===== src/rtl/wb_pipe_stage.sv =====
// Elastic MEM->WB writeback stage: a 2-entry skid buffer with a registered in_ready,
// synchronous flush and optional suppression of writes to x0.
module wb_pipe_stage #(
    parameter int DATA_W        = 32,
    parameter int ADDR_W        = 5,
    parameter bit ZERO_SUPPRESS = 1'b1
) (
    input  logic              clk,
    input  logic              rst,
    input  logic              flush,
    input  logic              in_valid,
    output logic              in_ready,
    input  logic              rf_we_d,
    input  logic [ADDR_W-1:0] rf_waddr_d,
    input  logic [DATA_W-1:0] rf_wdata_d,
    output logic              out_valid,
    input  logic              out_ready,
    output logic              rf_we_q,
    output logic [ADDR_W-1:0] rf_waddr_q,
    output logic [DATA_W-1:0] rf_wdata_q,
    output logic [1:0]        occupancy
);

    typedef enum logic [1:0] {
        EMPTY = 2'd0,
        ONE   = 2'd1,
        FULL  = 2'd2
    } state_t;

    state_t state, state_next;

    logic              in_ready_q;
    logic              main_we, skid_we;
    logic [ADDR_W-1:0] main_waddr, skid_waddr;
    logic [DATA_W-1:0] main_wdata, skid_wdata;

    logic in_fire, out_fire, cap_we;
    logic load_main_in, load_main_skid, load_skid;

    assign in_fire  = in_valid && in_ready_q;
    assign out_fire = (state != EMPTY) && out_ready;
    assign cap_we   = ZERO_SUPPRESS ? (rf_we_d && (rf_waddr_d != '0)) : rf_we_d;

    // Flush empties the stage and discards any input accepted in the same cycle.
    always_comb begin
        state_next     = state;
        load_main_in   = 1'b0;
        load_main_skid = 1'b0;
        load_skid      = 1'b0;
        if (flush) begin
            state_next = EMPTY;
        end else begin
            case (state)
                EMPTY: begin
                    if (in_fire) begin
                        state_next   = ONE;
                        load_main_in = 1'b1;
                    end
                end
                ONE: begin
                    if (in_fire && !out_fire) begin
                        state_next = FULL;
                        load_skid  = 1'b1;
                    end else if (in_fire && out_fire) begin
                        load_main_in = 1'b1;
                    end else if (out_fire) begin
                        state_next = EMPTY;
                    end
                end
                FULL: begin
                    if (out_fire) begin
                        state_next     = ONE;
                        load_main_skid = 1'b1;
                    end
                end
                default: state_next = EMPTY;
            endcase
        end
    end

    // in_ready is derived from the next state so it leaves the stage as a flop output.
    always_ff @(posedge clk) begin
        if (rst) begin
            state      <= EMPTY;
            in_ready_q <= 1'b1;
        end else begin
            state      <= state_next;
            in_ready_q <= (state_next != FULL);
        end
    end

    always_ff @(posedge clk) begin
        if (rst) begin
            main_we    <= 1'b0;
            main_waddr <= '0;
            main_wdata <= '0;
            skid_we    <= 1'b0;
            skid_waddr <= '0;
            skid_wdata <= '0;
        end else begin
            if (load_main_in) begin
                main_we    <= cap_we;
                main_waddr <= rf_waddr_d;
                main_wdata <= rf_wdata_d;
            end else if (load_main_skid) begin
                main_we    <= skid_we;
                main_waddr <= skid_waddr;
                main_wdata <= skid_wdata;
            end
            if (load_skid) begin
                skid_we    <= cap_we;
                skid_waddr <= rf_waddr_d;
                skid_wdata <= rf_wdata_d;
            end
        end
    end

    assign in_ready   = in_ready_q;
    assign out_valid  = (state != EMPTY);
    assign rf_we_q    = main_we && out_valid;
    assign rf_waddr_q = main_waddr;
    assign rf_wdata_q = main_wdata;
    assign occupancy  = 2'(state);

endmodule


===== config.mk =====
export PLATFORM = sky130hd
export DESIGN_NAME = wb_pipe_stage
export DESIGN_NICKNAME = d
export VERILOG_FILES = /design/src/rtl/wb_pipe_stage.sv
export SDC_FILE = /design/constraint.sdc
export NUM_CORES = 1
export LEC_CHECK = 0
export ABC_AREA = 1
export BUFFER_PORTS_ARGS = -buffer_cell sky130_fd_sc_hd__buf_2
export CORE_ASPECT_RATIO = 1.5
export CORE_MARGIN = 1.5
export CORE_UTILIZATION = 53
export CTS_BUF_LIST = sky130_fd_sc_hd__clkbuf_4
export DETAILED_ROUTE_END_ITERATION = 7
export GPL_TIMING_DRIVEN = 0
export PLACE_DENSITY = 0.79
export SLEW_MARGIN = 20
export SYNTH_ARGS = -nofsm -noshare
export SYNTH_HDL_FRONTEND = slang
export SYNTH_SLANG_ARGS = --single-unit

===== constraint.sdc =====
create_clock -name clk -period 1.65 [get_ports clk]
set_input_delay 0.2475 -clock clk [delete_from_list [all_inputs] [get_ports clk]]
set_output_delay 0.2475 -clock clk [all_outputs]
set_load 0.02 [all_outputs]

==> summary.md, run 1 <==
| Metric | Value |
|---|---|
| Final instance area | `4230 µm²` |
| Dpl cells | `685` |
| Clock buffer depth | `2` |
| First-pass GRT wire length | `14700 µm` |
| Main area contributors after synthesis | `dfxtp_1, nand2_1, nor2_1, nand4_1, a21oi_1` |
| Max Cap Violations | `0` |
| R2r setup slk | `0.11 ns` |
| ANT cells | `0` |
| IO Pins | `85` |
| Root Buffer | `clkbuf_4` |
| Via/cell ratio | `5.24` |
| Final worst slack | `0.0963 ns` |
| Post-synth top area share | `44.4%` |
| Top-count cell post-synth | `nand2_1` |
| CP max stage delay | `0.33 ns` |
| Worst hold path stage count | `3` |
| Vias | `3685` |
| Post-Route WL | `9400 µm` |
| Die Ht | `103 µm` |
| Gr usage total | `25.7%` |
| Hold Crit Class | `input pin to flip-flop` |
| Average wire per standard cell | `13.4 µm` |
| Synth cell types | `22` |
| Fin crit period | `1.55 ns` |
| Worst Path Buf+Inv | `2` |
| Post-route insts no fill | `703` |
| Final GP Congestion | `0.853` |
| Htree depth | `3` |
| DP Worst Slack | `-0.0593 ns` |
| Final Cycle Share | `94.2%` |
| CP max FO | `7` |
| Max Clock Skew | `0.0197 ns` |
| Ys Warns | `0` |
| Area Overhead vs Synth | `18.8%` |
| Mapped Area | `3560 µm²` |
| Crit path DAT | `1.31 ns` |
| Vias in the first global route | `3327` |
| Initial core utilization | `55.0%` |
| Peak Freq | `0.644 GHz` |
| Rows | `36` |
| Critical path class | `flip-flop to output port` |
| Critical path required time | `1.40 ns` |
| Slew margin rel. | `63.7%` |
| Max-slew violation count | `0` |
| Register area | `1580 µm²` |
| Crit start category | `flip-flop` |
| Worst Setup End Kind | `output port` |
| Area of the multi-input gates | `1650 µm²` |
| DRT antenna net count | `0` |
| FF-to-FF End | `rf_wdata_q[19]` |
| Post-synth top cells | `nand2_1, nor2_1, dfxtp_1, inv_1, a21oi_1` |
| Register area share after synthesis | `44.4%` |
| Core footprint | `6490 µm²` |
| Grt total ovfl | `0` |
| FF-to-FF Start | `in_ready` |
| CTS Hold Buffers Added | `0` |
| Clk_lat worst skew | `0.44 ns` |
| Most used DFF post-synth | `dfxtp_1` |
| Synth area leader | `dfxtp_1` |
| Detailed Place HPWL | `6540 µm` |
| DIE WIDTH | `70.0 µm` |
| Initial antenna violation count | `0` |
| Final core utilization | `65.3%` |
| Syn Area/Cell | `6.78 µm²` |
| Pin count of the biggest net entering global routing | `13` |
| Syn Nets | `569` |
| Residual DRC | `0` |
| TritonCTS clock tree | `built` |
| Crit-path leading delay family | `flip-flops` |
| Post-synth EDFFs | `0` |
| Hold path startpoint | `rf_wdata_d[5]` |
| DR iter-0 viols | `257` |
| Final hold vios | `0` |
| PortBufs | `83` |
| Syn Inst Count | `526` |
| Cell breakdown of the critical path | `buf_4 > nor2_2 > nor2_1 > buf_2` |
| Outcome | `finished clean` |
| Dpl cell area | `4080 µm²` |
| Worst Tran Pin Value | `0.544 ns` |
| Filler cells | `634` |
| Slowest CP cell | `dfxtp_1` |
| First-pass iteration count of the detailed router | `4` |
| Share of layout cells above drive strength 1 | `21.7%` |
| Worst-path clk slew | `0.13 ns` |
| Final setup vio count | `0` |
| CTS Buf Count | `9` |
| Die area | `7240 µm²` |
| LEAKAGE | `0.00195 µW` |
| CTS sink cnt | `79` |
| Power Dens Cells | `808 nW/µm²` |
| Synth Register Bits | `79` |
| # nets final | `665` |
| Asr flop ratio synth | `0%` |
| Peak supply drop | `0.619 mV` |
| Worst reg-to-reg path cell count | `8` |
| WHS Endpoint | `skid_wdata[5]` |
-- report_power, final --
group          internal (µW)  total [µW]  leakage [µW]  switching, µW
sequential              1960        1990      0.000642           24.8
combinational            172         505       0.00125            333
clock                    282         932     0.0000594            649
-- per-stage QoR --
step | hold WS [ns] | TNS, ns | power [µW]
2_1_floorplan | 0.386 | 0 | 2330
3_3_place_gp | 0.451 | 0 | 2510
3_5_place_dp | 0.453 | -0.972 | 2520
4_1_cts | 0.0405 | 0 | 3420
5_1_grt | 0.0355 | -0.0137 | 3580
6_report | 0.0462 | 0 | 3420
-- sequential cells by signal, summed over array words and instances, names as in the netlist --
register    flops
main_we         1
skid_we         1
in_ready        1
skid_waddr      5
rf_waddr_q      5
occupancy       2
skid_wdata     32
rf_wdata_q     32
-- kinds of logic after synthesis --
logic type | count (synthesis) | share of synthesized area, %
compound gates | 46 | 6.46
xor+xnor | 1 | 0.246
buf+inv | 81 | 10.2
flops | 79 | 44.4
simple gates | 319 | 38.7
-- per-layer routing --
layer	vias up	global-route usage (%)	part of all wire (%)
li1	1860	-	-
met1	1671	28.9	42
met2	124	46.2	50
met3	30	5.23	5.0
met4	0	13.3	3.1
met5	-	0	0
-- timing repair --
action | in CTS | in global routing
cloned | 0 | 0
endpoints found under the setup margin | 30 | 56
pin swaps | 0 | 1
setup buffers | 0 | 2
gates resized for setup | 3 | 24
-- worst max-delay path by stage --
| stage | startpoint | end | cells past startpoint |
|---|---|---|---|
| detailed placement | flush | rf_wdata_q[19] | 8 |
| CTS | occupancy[1] | rf_we_q | 3 |
| global route | in_ready | rf_wdata_q[19] | 8 |
| global placement | occupancy[0] | rf_wdata_q[23] | 8 |
| floorplan | occupancy[0] | rf_wdata_q[14] | 8 |
| finish | occupancy[0] | rf_we_q | 4 |
-- placed cells by master, fill, tap and decap left out, types with 4 or more instances in the layout --
cell and count:
nand2_1 122, inv_1 44, buf_6 6, nor2_1 112, dfxtp_1 78, clkbuf_4 9
nand3_1 39, clkbuf_2 9, clkinv_1 4, a21oi_1 43, buf_2 93, nand4_1 36
clkbuf_1 7
-- layout make-up --
class,count,area share (%)
clock buffers,9,1.60
inverters,47,4.31
multi-input cells,366,38.9
plain buffers,34,4.73
flip-flops and latches,79,37.4
clock inverters,7,0.709
repair buffers,85,10.2
well taps,76,2.25
-- worst min-delay path, stage by stage --
cell,delay (ns)
buf_2,0.10
nand2_1,0.05
a21oi_1,0.05
Power figures use the tool's default switching activity.
==> inputs of run 2 (changes only) <==
--- a/config.mk
+++ b/config.mk
@@ -7,13 +7,14 @@
 export LEC_CHECK = 0
 export ABC_AREA = 1
 export BUFFER_PORTS_ARGS = -buffer_cell sky130_fd_sc_hd__buf_2
+export CAP_MARGIN = 20
 export CORE_ASPECT_RATIO = 1.5
 export CORE_MARGIN = 1.5
-export CORE_UTILIZATION = 53
+export CORE_UTILIZATION = 50
 export CTS_BUF_LIST = sky130_fd_sc_hd__clkbuf_4
 export DETAILED_ROUTE_END_ITERATION = 7
 export GPL_TIMING_DRIVEN = 0
-export PLACE_DENSITY = 0.79
+export PLACE_DENSITY = 0.78
 export SLEW_MARGIN = 20
 export SYNTH_ARGS = -nofsm -noshare
 export SYNTH_HDL_FRONTEND = slang
==> constraint.sdc (replaced) <==
create_clock -name clk -period 1.3 [get_ports clk]
set_input_delay 0.195 -clock clk [delete_from_list [all_inputs] [get_ports clk]]
set_output_delay 0.195 -clock clk [all_outputs]
set_load 0.02 [all_outputs]
==> run 2 against run 1 <==
  * The flow now finishes with violations (negative hold slack, negative setup slack)
  * Die area rose by 5.8%
  * Critical endpoint is now rf_wdata_q[6]
  * Clock skew fell by 0.0057 ns
  * Count of clock-buffer cells in the layout grew 2
  * Wire length rose by 25%
==> summary.md, run 2 (synthesis results as in run 1) <==
| Metric | Value |
|---|---|
| Crit path DAT | `1.76 ns (was 1.31 ns)` |
| Fin Hold WS | `-0.00406 ns (was 0.0462 ns)` |
| Tot Pwr | `4930 µW (was 3420 µW)` |
| Clock network fraction of design power | `30.1% (was 27.2%)` |
| Initial antenna violation count | `0 (unchanged)` |
| Initial core utilization | `51.7% (was 55.0%)` |
| Area Overhead vs Synth | `54.9% (was 18.8%)` |
| Filler cells | `434 (was 634)` |
| Fin crit period | `1.42 ns` |
| Grt total ovfl | `0 (unchanged)` |
| Critical path class | `flip-flop to flip-flop (was flip-flop to output port)` |
| Via/cell ratio | `5.47 (was 5.24)` |
| Vias | `4167 (was 3685)` |
| Most frequent CP cell | `nor2_1` |
| Final core utilization | `80.1% (was 65.3%)` |
| Power Dens Cells | `892 nW/µm² (was 808 nW/µm²)` |
| Post-Route WL | `11700 µm (was 9400 µm)` |
| Peak supply drop | `0.699 mV (was 0.619 mV)` |
| Final GP Congestion | `0.858 (was 0.853)` |
| Comb pwr share | `18.6% (was 14.7%)` |
| Htree depth | `3 (unchanged)` |
| P_int | `3480 µW (was 2420 µW)` |
| CP max FO | `8 (was 7)` |
| # nets final | `722 (was 665)` |
| LEAKAGE | `0.00259 µW (was 0.00195 µW)` |
| DR iter-0 viols | `298 (was 257)` |
| Worst Setup End Kind | `flip-flop (was output port)` |
| Die area | `7660 µm² (was 7240 µm²)` |
| Slowest CP cell | `dfxtp_4 (was dfxtp_1)` |
| RSZ-0062 raised after global routing | `yes` |
| Share of layout cells above drive strength 1 | `37.4% (was 21.7%)` |
| CTS Buf Count | `9 (unchanged)` |
| Worst Tran Pin Value | `0.749 ns (was 0.544 ns)` |
| Peak Freq | `0.704 GHz` |
| IO Pins | `85 (unchanged)` |
| Final Cycle Share | `109%` |
| Crit start category | `flip-flop (unchanged)` |
| Outcome | `finished, violations left (was finished clean)` |
| Max Clock Skew | `0.0139 ns (was 0.0197 ns)` |
| Average wire per standard cell | `15.4 µm (was 13.4 µm)` |
| CTS sink cnt | `79 (unchanged)` |
| First-pass GRT wire length | `16300 µm (was 14700 µm)` |
| Clk_lat worst skew | `0.47 ns (was 0.44 ns)` |
| Detailed Place HPWL | `6540 µm (about the same)` |
| Final setup vio count | `75 (was 0)` |
| Hold Crit Class | `input pin to flip-flop (unchanged)` |
| Final worst slack | `-0.120 ns (was 0.0963 ns)` |
| TritonCTS clock tree | `built (unchanged)` |
| First-pass iteration count of the detailed router | `5 (was 4)` |
| Commonest non-fill, non-tap cell in the layout | `nor2_1 (was nand2_1)` |
| Slew margin rel. | `50.1% (was 63.7%)` |
| Failing checks | `negative hold slack, negative setup slack` |
| Die Ht | `106 µm (was 103 µm)` |
| Max Cap Violations | `0 (unchanged)` |
| Sw Ratio | `29.3% (was 29.4%)` |
| Pin count of the biggest net entering global routing | `13 (unchanged)` |
| Clock buffer depth | `2 (unchanged)` |
| Residual DRC | `0 (unchanged)` |
| Switching power | `1450 µW (was 1010 µW)` |
| Cell breakdown of the critical path | `nor2_4 > nand2_4 > nand2_8 > clkbuf_16 > nor2_1 > nor2_1 > nor2_1 (was buf_4 > nor2_2 > nor2_1 > buf_2)` |
| Worst-path clk slew | `0.13 ns (about the same)` |
| Vias in the first global route | `3640 (was 3327)` |
| Critical path required time | `1.64 ns (was 1.40 ns)` |
| PortBufs | `83 (unchanged)` |
| DRT antenna net count | `0 (unchanged)` |
| Final hold vios | `1 (was 0)` |
| Root Buffer | `clkbuf_4 (unchanged)` |
| Core footprint | `6900 µm² (was 6490 µm²)` |
| Most frequent cells in the layout | `nor2_1, buf_2, nand2_1 (was nand2_1, nor2_1, buf_2)` |
| Rows | `37 (was 36)` |
| ANT cells | `0 (unchanged)` |
| Sequential share of power | `51.3% (was 58.0%)` |
| CP max stage delay | `0.43 ns (was 0.33 ns)` |
| Max-slew violation count | `0 (unchanged)` |
| DIE WIDTH | `71.9 µm (was 70.0 µm)` |
| Gr usage total | `26.8% (was 25.7%)` |
## run 2: cell count changes in the layout (fill, tap and decap cells not counted), sizes merged
cell,change
inv,+1
clkinv,-3
bufinv,+1
buf,+21
dlygate4sd3,+34
clkbuf,+4
clkinvlp,-1
## run 2: power groups by stage
stage,registers [µW],clock network (µW),logic (µW)
floorplan,2650,0,321
global placement,2570,0,621
detailed placement,2580,0,627
CTS,2530,1470,735
global route,2540,1560,986
finish,2530,1480,917
## run 2: cell type report
| class | count | area (µm²) | area share [%] |
|---|---|---|---|
| clock buffer | 11 | 82.6 | 1.50 |
| tap | 78 | 97.6 | 1.77 |
| clock inverter | 5 | 48.8 | 0.884 |
| inverter | 47 | 186 | 3.38 |
| timing repair buffer | 147 | 1120 | 20.4 |
| sequential | 79 | 1590 | 28.8 |
| multi-input combinational | 366 | 2140 | 38.7 |
| buffer | 29 | 253 | 4.58 |
## run 2: critical path, delay by kind of cell, from the launching register on
| kind | cells | cell delay (ns) |
|---|---|---|
| buffers and inverters | 1 | 0.17 |
| DFF | 1 | 0.43 |
| and+or+nand+nor | 6 | 0.69 |
## run 2: path summary, 6_finish.rpt
| kind | startpoint | endpoint | slack, ns | depth (start not counted) |
|---|---|---|---|---|
| max | occupancy[0] | rf_wdata_q[6] | -0.12 | 7 |
| max reg2reg | occupancy[0] | rf_wdata_q[6] | -0.12 | 7 |
| min reg2reg | skid_wdata[14] | skid_wdata[14] | 0.48 | 2 |
| min | rf_waddr_d[0] | skid_waddr[0] | -0.004 | 3 |
## run 2: timing repair
item	4_1_cts	5_1_grt
hold endpoints to repair	36	0
hold buffers	34	0
setup endpoints to repair	78	76
gates cloned	0	8
buffers inserted	11	11
pin swaps	5	40
resized for setup	28	163
## run 2: routing by layer
metal	global-route usage, %	vias up	routed length [µm]
met5	0	-	0
met4	15.2	0	469
met3	2.84	37	613
met2	47.1	202	6210
met1	30.9	1942	4420
li1	-	1986	-
## run 2: metrics by stage
stage	TNS, ns	worst slack [ns]	std cells	area, µm²	hold slack, ns
after floorplan	-0.412	-0.0139	526	3600	0.333
after global placement	-9.70	-0.170	687	4120	0.450
after detailed placement	-11.07	-0.211	687	4120	0.456
after CTS	-0.166	-0.0929	747	4730	0.00116
after global routing	-8.08	-0.159	762	5520	-0.000806
final	-4.54	-0.120	762	5520	-0.00406
